`src/rtl/stopwatch_pkg.sv`:
```
// Shared definitions for the stopwatch counter: state encoding, parameter
// defaults and a counter-width helper.
package stopwatch_pkg;

  // Mode encoding is visible on the mode output, so the values are fixed.
  typedef enum logic [1:0] {
    ST_RUN   = 2'd0,
    ST_PAUSE = 2'd1,
    ST_ADJ   = 2'd2
  } sw_state_e;

  localparam int unsigned CLK_HZ_DEFAULT  = 1000;
  localparam int unsigned ADJ_DIV_DEFAULT = 500;
  localparam int unsigned MODE_W          = 2;

  // Bits needed to count 0..n-1 (at least one bit).
  function automatic int unsigned cnt_w(input int unsigned n);
    return (n > 1) ? $clog2(n) : 1;
  endfunction

endpackage

```
`src/rtl/bcd_mod60.sv`:
```
// Two-digit BCD counter 00..59 with synchronous clear and increment.
// Ports:
//   clk_i, rst_ni : clock, async active-low reset
//   clr_i         : synchronous clear, wins over inc_i
//   inc_i         : advance by one (59 wraps to 00)
//   ones_o/tens_o : registered BCD digits
//   carry_c_o     : combinational, high when inc_i wraps 59 -> 00
module bcd_mod60 (
  input  logic       clk_i,
  input  logic       rst_ni,
  input  logic       clr_i,
  input  logic       inc_i,
  output logic [3:0] ones_o,
  output logic [2:0] tens_o,
  output logic       carry_c_o
);

  logic [3:0] ones_q, ones_d;
  logic [2:0] tens_q, tens_d;
  logic       at_max_c;

  assign at_max_c  = (ones_q == 4'd9) && (tens_q == 3'd5);
  assign carry_c_o = inc_i && at_max_c;

  // Units roll 9 -> 0 and bump tens on the same edge; tens roll 5 -> 0.
  always_comb begin
    ones_d = ones_q;
    tens_d = tens_q;
    if (clr_i) begin
      ones_d = '0;
      tens_d = '0;
    end else if (inc_i) begin
      if (ones_q == 4'd9) begin
        ones_d = '0;
        tens_d = (tens_q == 3'd5) ? 3'd0 : tens_q + 3'd1;
      end else begin
        ones_d = ones_q + 4'd1;
      end
    end
  end

  always_ff @(posedge clk_i or negedge rst_ni) begin
    if (!rst_ni) begin
      ones_q <= '0;
      tens_q <= '0;
    end else begin
      ones_q <= ones_d;
      tens_q <= tens_d;
    end
  end

  assign ones_o = ones_q;
  assign tens_o = tens_q;

endmodule

```
`src/rtl/stopwatch_counter.sv`:
```
// MM:SS stopwatch with run / pause / adjust modes.
// Ports:
//   clk1KHz, rstN          : clock, async active-low reset
//   pause, clr, adj, sel   : debounced controls (sel: 0 = minutes, 1 = seconds)
//   secOnes..minTens       : registered BCD time digits
//   secTick                : registered one-cycle pulse per counted second
//   mode                   : registered state (RUN=0, PAUSE=1, ADJ=2)
module stopwatch_counter
  import stopwatch_pkg::*;
#(
  parameter int unsigned CLK_HZ  = CLK_HZ_DEFAULT,
  parameter int unsigned ADJ_DIV = ADJ_DIV_DEFAULT
) (
  input  logic              clk1KHz,
  input  logic              rstN,
  input  logic              pause,
  input  logic              clr,
  input  logic              adj,
  input  logic              sel,
  output logic [3:0]        secOnes,
  output logic [2:0]        secTens,
  output logic [3:0]        minOnes,
  output logic [2:0]        minTens,
  output logic              secTick,
  output logic [MODE_W-1:0] mode
);

  localparam int unsigned PRESC_W = cnt_w(CLK_HZ);
  localparam int unsigned ADJ_W   = cnt_w(ADJ_DIV);
  localparam logic [PRESC_W-1:0] PRESC_LAST = PRESC_W'(CLK_HZ - 1);
  localparam logic [ADJ_W-1:0]   ADJ_LAST   = ADJ_W'(ADJ_DIV - 1);

  sw_state_e          state_q, state_d;
  logic [PRESC_W-1:0] presc_q, presc_d;
  logic [ADJ_W-1:0]   adj_cnt_q, adj_cnt_d;
  logic               sel_q;
  logic               sec_tick_q;

  logic tick_c;
  logic adj_inc_c;
  logic sel_chg_c;
  logic sec_inc_c;
  logic min_inc_c;
  logic sec_carry_c;
  logic min_carry_unused;

  // State register.
  always_ff @(posedge clk1KHz or negedge rstN) begin
    if (!rstN) state_q <= ST_RUN;
    else       state_q <= state_d;
  end

  // Next state: adjust beats pause, otherwise pause level picks PAUSE/RUN.
  always_comb begin
    state_d = state_q;
    if (adj)        state_d = ST_ADJ;
    else if (pause) state_d = ST_PAUSE;
    else            state_d = ST_RUN;
  end

  // Per-state counter control; clr overrides everything below it.
  always_comb begin
    tick_c    = 1'b0;
    adj_inc_c = 1'b0;
    sel_chg_c = sel ^ sel_q;
    presc_d   = presc_q;
    adj_cnt_d = '0;
    case (state_q)
      ST_RUN: begin
        tick_c  = (presc_q == PRESC_LAST);
        presc_d = tick_c ? '0 : presc_q + PRESC_W'(1);
      end
      ST_PAUSE: begin
        presc_d = presc_q;
      end
      ST_ADJ: begin
        presc_d = '0;
        // A field switch restarts the adjust interval.
        if (sel_chg_c)                   adj_cnt_d = '0;
        else if (adj_cnt_q == ADJ_LAST)  adj_inc_c = 1'b1;
        else                             adj_cnt_d = adj_cnt_q + ADJ_W'(1);
      end
      default: begin
        presc_d = '0;
      end
    endcase
    if (clr) begin
      tick_c    = 1'b0;
      adj_inc_c = 1'b0;
      presc_d   = '0;
      adj_cnt_d = '0;
    end
  end

  // Seconds carry reaches minutes only on a running tick, never in adjust.
  assign sec_inc_c = tick_c | (adj_inc_c & sel);
  assign min_inc_c = (tick_c & sec_carry_c) | (adj_inc_c & ~sel);

  always_ff @(posedge clk1KHz or negedge rstN) begin
    if (!rstN) begin
      presc_q    <= '0;
      adj_cnt_q  <= '0;
      sel_q      <= 1'b0;
      sec_tick_q <= 1'b0;
    end else begin
      presc_q    <= presc_d;
      adj_cnt_q  <= adj_cnt_d;
      sel_q      <= sel;
      sec_tick_q <= tick_c;
    end
  end

  bcd_mod60 u_sec (
    .clk_i     (clk1KHz),
    .rst_ni    (rstN),
    .clr_i     (clr),
    .inc_i     (sec_inc_c),
    .ones_o    (secOnes),
    .tens_o    (secTens),
    .carry_c_o (sec_carry_c)
  );

  // Minutes wrap 59 -> 00 with nothing above them.
  bcd_mod60 u_min (
    .clk_i     (clk1KHz),
    .rst_ni    (rstN),
    .clr_i     (clr),
    .inc_i     (min_inc_c),
    .ones_o    (minOnes),
    .tens_o    (minTens),
    .carry_c_o (min_carry_unused)
  );

  assign secTick = sec_tick_q;
  assign mode    = state_q;

endmodule

```
`config.mk`:
```
export PLATFORM = sky130hd
export DESIGN_NAME = stopwatch_counter
export DESIGN_NICKNAME = d
export VERILOG_FILES = /design/src/rtl/stopwatch_pkg.sv /design/src/rtl/bcd_mod60.sv /design/src/rtl/stopwatch_counter.sv
export SDC_FILE = /design/constraint.sdc
export NUM_CORES = 1
export LEC_CHECK = 0
export CAP_MARGIN = 15
export CORE_MARGIN = 3
export CORE_UTILIZATION = 35
export DETAILED_ROUTE_END_ITERATION = 12
export DONT_BUFFER_PORTS = 1
export PLACE_DENSITY_LB_ADDON = 0.25
export SLEW_MARGIN = 10
export SYNTH_ARGS = -nofsm -noshare
export SYNTH_HDL_FRONTEND = slang
export SYNTH_SLANG_ARGS = --single-unit
```
`constraint.sdc`:
```
create_clock -name clk1KHz -period 4.5 [get_ports clk1KHz]
set_input_delay 0.675 -clock clk1KHz [delete_from_list [all_inputs] [get_ports clk1KHz]]
set_output_delay 0.675 -clock clk1KHz [all_outputs]
set_load 0.02 [all_outputs]
```
# Yosys cells after proc, flatten, opt, wreduce, memory -nomap -nowiden
# Cells that the tools add are included.
# word_totals
elab_cells	69
reg_bits	37
inputBits	6
# classes
n_reduce_logical	9
muxes	29
eq_ne	9
add_sub_neg	6
bitwise_logic	7
# op_table
op	count
9-bit two-way mux	4
3-bit two-way mux	8
4-bit two-way mux	6
10-bit two-way mux	2
10-bit case mux with 2 select lines	1
10-bit by 1-bit adder with 10-bit output, second input constant	1
10-bit equality test, second input constant	1
9-bit by 1-bit adder with 9-bit output, second input constant	1
9-bit equality test, second input constant	1
4-bit by 1-bit adder with 4-bit output, second input constant	2
4-bit equality test, second input constant	2
2-bit nonzero test	4
1-bit two-way mux	7
3-bit by 1-bit adder with 3-bit output, second input constant	2
3-bit equality test, second input constant	2
2-bit AND reduction	2
1-bit AND	3
2-bit by 1-bit equality test with 1-bit output, second input constant	1
2-bit equality test, second input constant	1
1-bit logical AND	2
2-bit zero test	1
2-bit two-way mux	1
2-bit != test, second input constant	1
1-bit bitwise OR	2
2 further kinds	2

# Longest topological paths before layout
# logic_depth
depth_word	12
ltp_mapped	7
ltp_nobuf	6

# Cells and area by module
# From an unflattened synthesis, not the netlist that was laid out.
# unflattened
cells_unflattened	199
area_unflattened_um2	1938.1
# by_module_without_submodules
mod	cells_each	n_inst	area_each_um2
stopwatch_counter	119	1	1142.3
bcd_mod60	40	2	397.9

# Least setup slack after synthesis
# No wires, ideal clock.
# synth_path
path_type	input -> register
startpoint	input port clr
endpoint	register u_min.tens_q[0] (netlist: u_min.tens_o[0])
arrival_ps	2224
n_path_buf	1
path_stages	5
setup_time_ps	128
path_slack_ps	2148
path_cell_list	or3b_1 or4_1 buf_2 o32ai_2 mux2_1
# synth_via
elab_chain_len	8
# synth_rtl
item	line	rtl
start, declared	stopwatch_counter.sv:17	input logic clr,
1-bit two-way mux	stopwatch_counter.sv:87	if (clr) begin
1-bit AND	stopwatch_counter.sv:96	assign sec_inc_c = tick_c | (adj_inc_c & sel);
1-bit bitwise OR	stopwatch_counter.sv:96	
1-bit logical AND	bcd_mod60.sv:23	assign carry_c_o = inc_i && at_max_c;
1-bit AND	stopwatch_counter.sv:97	assign min_inc_c = (tick_c & sec_carry_c) | (adj_inc_c & ~sel);
1-bit bitwise OR	stopwatch_counter.sv:97	
2-bit nonzero test (no line)	--	
2-bit AND reduction (no line)	--	
end signal, assigned	bcd_mod60.sv:48	tens_q <= tens_d;
end, declared	bcd_mod60.sv:19	logic [2:0] tens_q, tens_d;
# Parallel ways exist; a longest one is shown, timed or not.
# A chain may end at the register's enable or synchronous reset.

# Final worst setup path
# layout_path
startpoint	register presc_q[0]
endpoint	register u_sec.tens_q[1] (netlist: u_sec.tens_o[1])
# layout_via
elab_chain_len	6
# layout_rtl
item	line	rtl
start, declared	stopwatch_counter.sv:34	logic [PRESC_W-1:0] presc_q, presc_d;
start signal, assigned	stopwatch_counter.sv:106	presc_q <= presc_d;
10-bit equality test	stopwatch_counter.sv:70	tick_c = (presc_q == PRESC_LAST);
1-bit two-way mux	stopwatch_counter.sv:68	case (state_q)
1-bit two-way mux	stopwatch_counter.sv:87	
1-bit bitwise OR	stopwatch_counter.sv:96	
2-bit nonzero test (no line)	--	
2-bit AND reduction (no line)	--	
end signal, assigned	bcd_mod60.sv:48	
end, declared	bcd_mod60.sv:19	
# Every way passes these cells.

==> impl_metrics.csv <==
group,metric,value,unit
run_status,status,"finished, final reports clean",
worst_setup_path,end_kind,"register",
logic_synthesis,synth_warnings,0,
logic_synthesis,seq_area_frac_synth,46.6,%
routing,firstDrtPassIters,4,
layout,layout_commonest_cell,"dfrtp_1",
timing,slew_headroom,44.7,%
place,numPortBuffers,0,
clock_tree,cts_max_level,2,
timing,finalCritPeriodShare,55.5,%
timing,maxSlewViolCount,0,
routing,drt-initial-drc-count,106,
power,total_power,0.608,mW
die,num_io_pins,23,
grt,antenna_found_initial,0,
routing,vias,1436,
clock_tree,cts-root-buf,"clkbuf_8",
logic_synthesis,synth.area.top_cells,"dfrtp_1 (47%), xnor2_1 (4.4%), nor2_1 (4.3%), ha_1 (3.8%), nand2_1 (3.2%)",
power,power_leakage,0.879,nW
logic_synthesis,synth_top_area_share,46.6,%
grt,grt_pass1_vias,1426,
clock_tree,clockBufferDepth,2,
grt,grt_first_pass_wirelength,6890,um
worst_setup_path,crit_type,"reg -> reg",
worst_setup_path,cp.arrival,2.67,ns
power,powerDensity,283,mW/mm^2
place,placed_cell_area,0.00205,sq mm
routing,met1Wirelength,1900,um
logic_synthesis,ys_ff_latch,37,
grt,grt_usage,13.6,%
routing,highest_layer,"met4",
timing,min_period,2.50,ns
routing,met3_length,225,um
place,routabilityCongestion,0.723,
routing,wl_per_cell,14.4,um
timing,worst_pin_slew,0.825,ns
routing,drc,0,
logic_synthesis,synth_cells,201,
routing,ant_nets,0,
logic_synthesis,synth.cell_area,0.00199,sq mm
layout,drive_gt1_share,7.92,%
die,initial_core_util,37.5,%
timing,rsz0062_at_grt,"no",
timing,setup_viol,0,
layout,fin_cells,272,
layout,fillCellCount,522,
logic_synthesis,synth.distinct_cells,51,
clock_tree,cts_hold_buf,0,
layout,layout.area.seq,926,sq um
clock_tree,post_cts_resized,0,
logic_synthesis,ys.flop_type,"dfrtp_1",
clock_tree,clock_latency,0.29,ns
die,core.rowCount,26,
min_path,hold_path.class,"in -> async",
layout,multi_input_area,0.00100,sq mm
logic_synthesis,synth_edf_count,0,
logic_synthesis,synth_top_area_cell,"dfrtp_1",
routing,dr_wl_met2,1730,um
die,die_x,81.3,um
worst_setup_path,worst-path-max-fanout,17,
grt,grt-ovfl-total,0,
routing,wirelength,3930,um
timing,worst_clock_skew,0.00690,ns
clock_tree,cts_inserted_buffers,5,
die,fp.dieH,81.3,um
logic_synthesis,synth_nets,213,
clock_tree,clk_pin_slew,0.07,ns
timing,fin_tns_setup,0,ns
clock_tree,cts.sinks,37,
grt,grt_max_degree,38,
layout,final_area,0.00215,sq mm
timing,max_freq,401,MHz
run,cap_violations,0,
layout,fin_nets,213,
worst_setup_path,r2r_slack,2.00,ns
layout,synthToLayoutAreaGrowth,8.06,%
worst_setup_path,crit_path_start_kind,"register",
logic_synthesis,avgSynthCellArea,9.89,sq um
place,dp_cells,264,
routing,via_per_inst,5.28,
worst_setup_path,crit_required,4.67,ns
clock_tree,cts_setup_buffers,0,
logic_synthesis,ys_async_sr_fraction,100,%
die,dieArea,0.00662,sq mm
place,dp_hpwl,2720,um
layout,diodes,0,
power,vdd_ir_drop_max,0.192,mV
clock_tree,cts_tree,"built",
layout,final_cell_mix,"dfrtp_1 (37), nor2_1 (23), nand2_1 (17)",
timing,hold_viol,0,
die,core,0.00530,sq mm
[Yosys cell counts, drive strengths merged (2+ instances only)]
cell / n
a211o: 2
a21boi: 2
a21oi: 6
a22o: 2
a31oi: 4
a41oi: 2
and3: 5
buf: 3
clkbuf: 4
dfrtp: 37
ha: 6
inv: 8
mux2: 5
mux2i: 4
nand2: 17
nand2b: 3
nand3: 9
nand4: 4
nor2: 23
nor2b: 7
nor3: 5
o2111ai: 2
o22ai: 3
o31ai: 2
o32ai: 2
or2: 2
or3: 2
or3b: 2
or4: 2
xnor2: 10
xor2: 2
[layout make-up]
class | instances | share of cell area, %
inverter | 8 | 1.40
tap | 70 | 4.08
multi-input combinational | 149 | 46.7
clock buffer | 7 | 4.49
clock inverter | 1 | 0.233
sequential | 37 | 43.1
[path summary, 6_finish.rpt]
path | startpoint | endpoint | cells past startpoint
min in group clk1KHz | adj | mode[1] | 0
max reg2reg | presc_q[0] | u_sec.tens_o[1] | 5
min reg2reg | adj_cnt_q[0] | adj_cnt_q[0] | 1
min | rstN | secTick | 0
max in group asynchronous | rstN | mode[0] | 0
max | presc_q[0] | u_sec.tens_o[1] | 5
[registers in the layout, indices dropped and copies added (netlist names)]
register,flops
mode,2
u_min.ones_o,4
presc_q,10
secTick,1
u_sec.tens_o,3
sel_q,1
u_min.tens_o,3
adj_cnt_q,9
u_sec.ones_o,4
[through the flow]
step	setup WS, ns	hold slack (ns)	util, %
2_1_floorplan	2.15	0.379	-
3_3_place_gp	2.05	0.381	38.6
3_5_place_dp	2.04	0.381	38.6
4_1_cts	2.01	0.0585	40.5
5_1_grt	1.77	0.0446	40.5
6_report	2.00	0.0724	40.5
[per-layer routing]
metal	global-route usage [%]	vias to the layer above
met2	20.4	29
met3	4.10	8
li1	-	720
met1	17.9	679
met4	6.08	0
met5	0	-
[report_power, final]
group | internal, mW | switching, mW | total [mW]
Combinational | 0.00523 | 0.00693 | 0.0122
Clock | 0.138 | 0.118 | 0.256
Sequential | 0.335 | 0.00438 | 0.339
Total | 0.479 | 0.129 | 0.608
[worst max-delay path, cell delays in order, from the launching register on]
cell      delay (ns)
dfrtp_1         0.40
ha_1            0.19
nor4bb_1        0.36
nand4_1         0.68
a21boi_2        0.40
mux2_1          0.34
[cells by family (layout without fill, tap and decap cells)]
| group | after synthesis | in the layout | share of synthesized area [%] |
|---|---|---|---|
| fa+ha+maj | 6 | 6 | 3.78 |
| mux | 9 | 9 | 4.85 |
| flops | 37 | 37 | 46.6 |
| buf+inv | 15 | 16 | 2.96 |
| simple gates | 90 | 90 | 23.9 |
| compound gates | 32 | 32 | 12.7 |
| xor+xnor | 12 | 12 | 5.29 |
(Power assumes the default switching activity.)
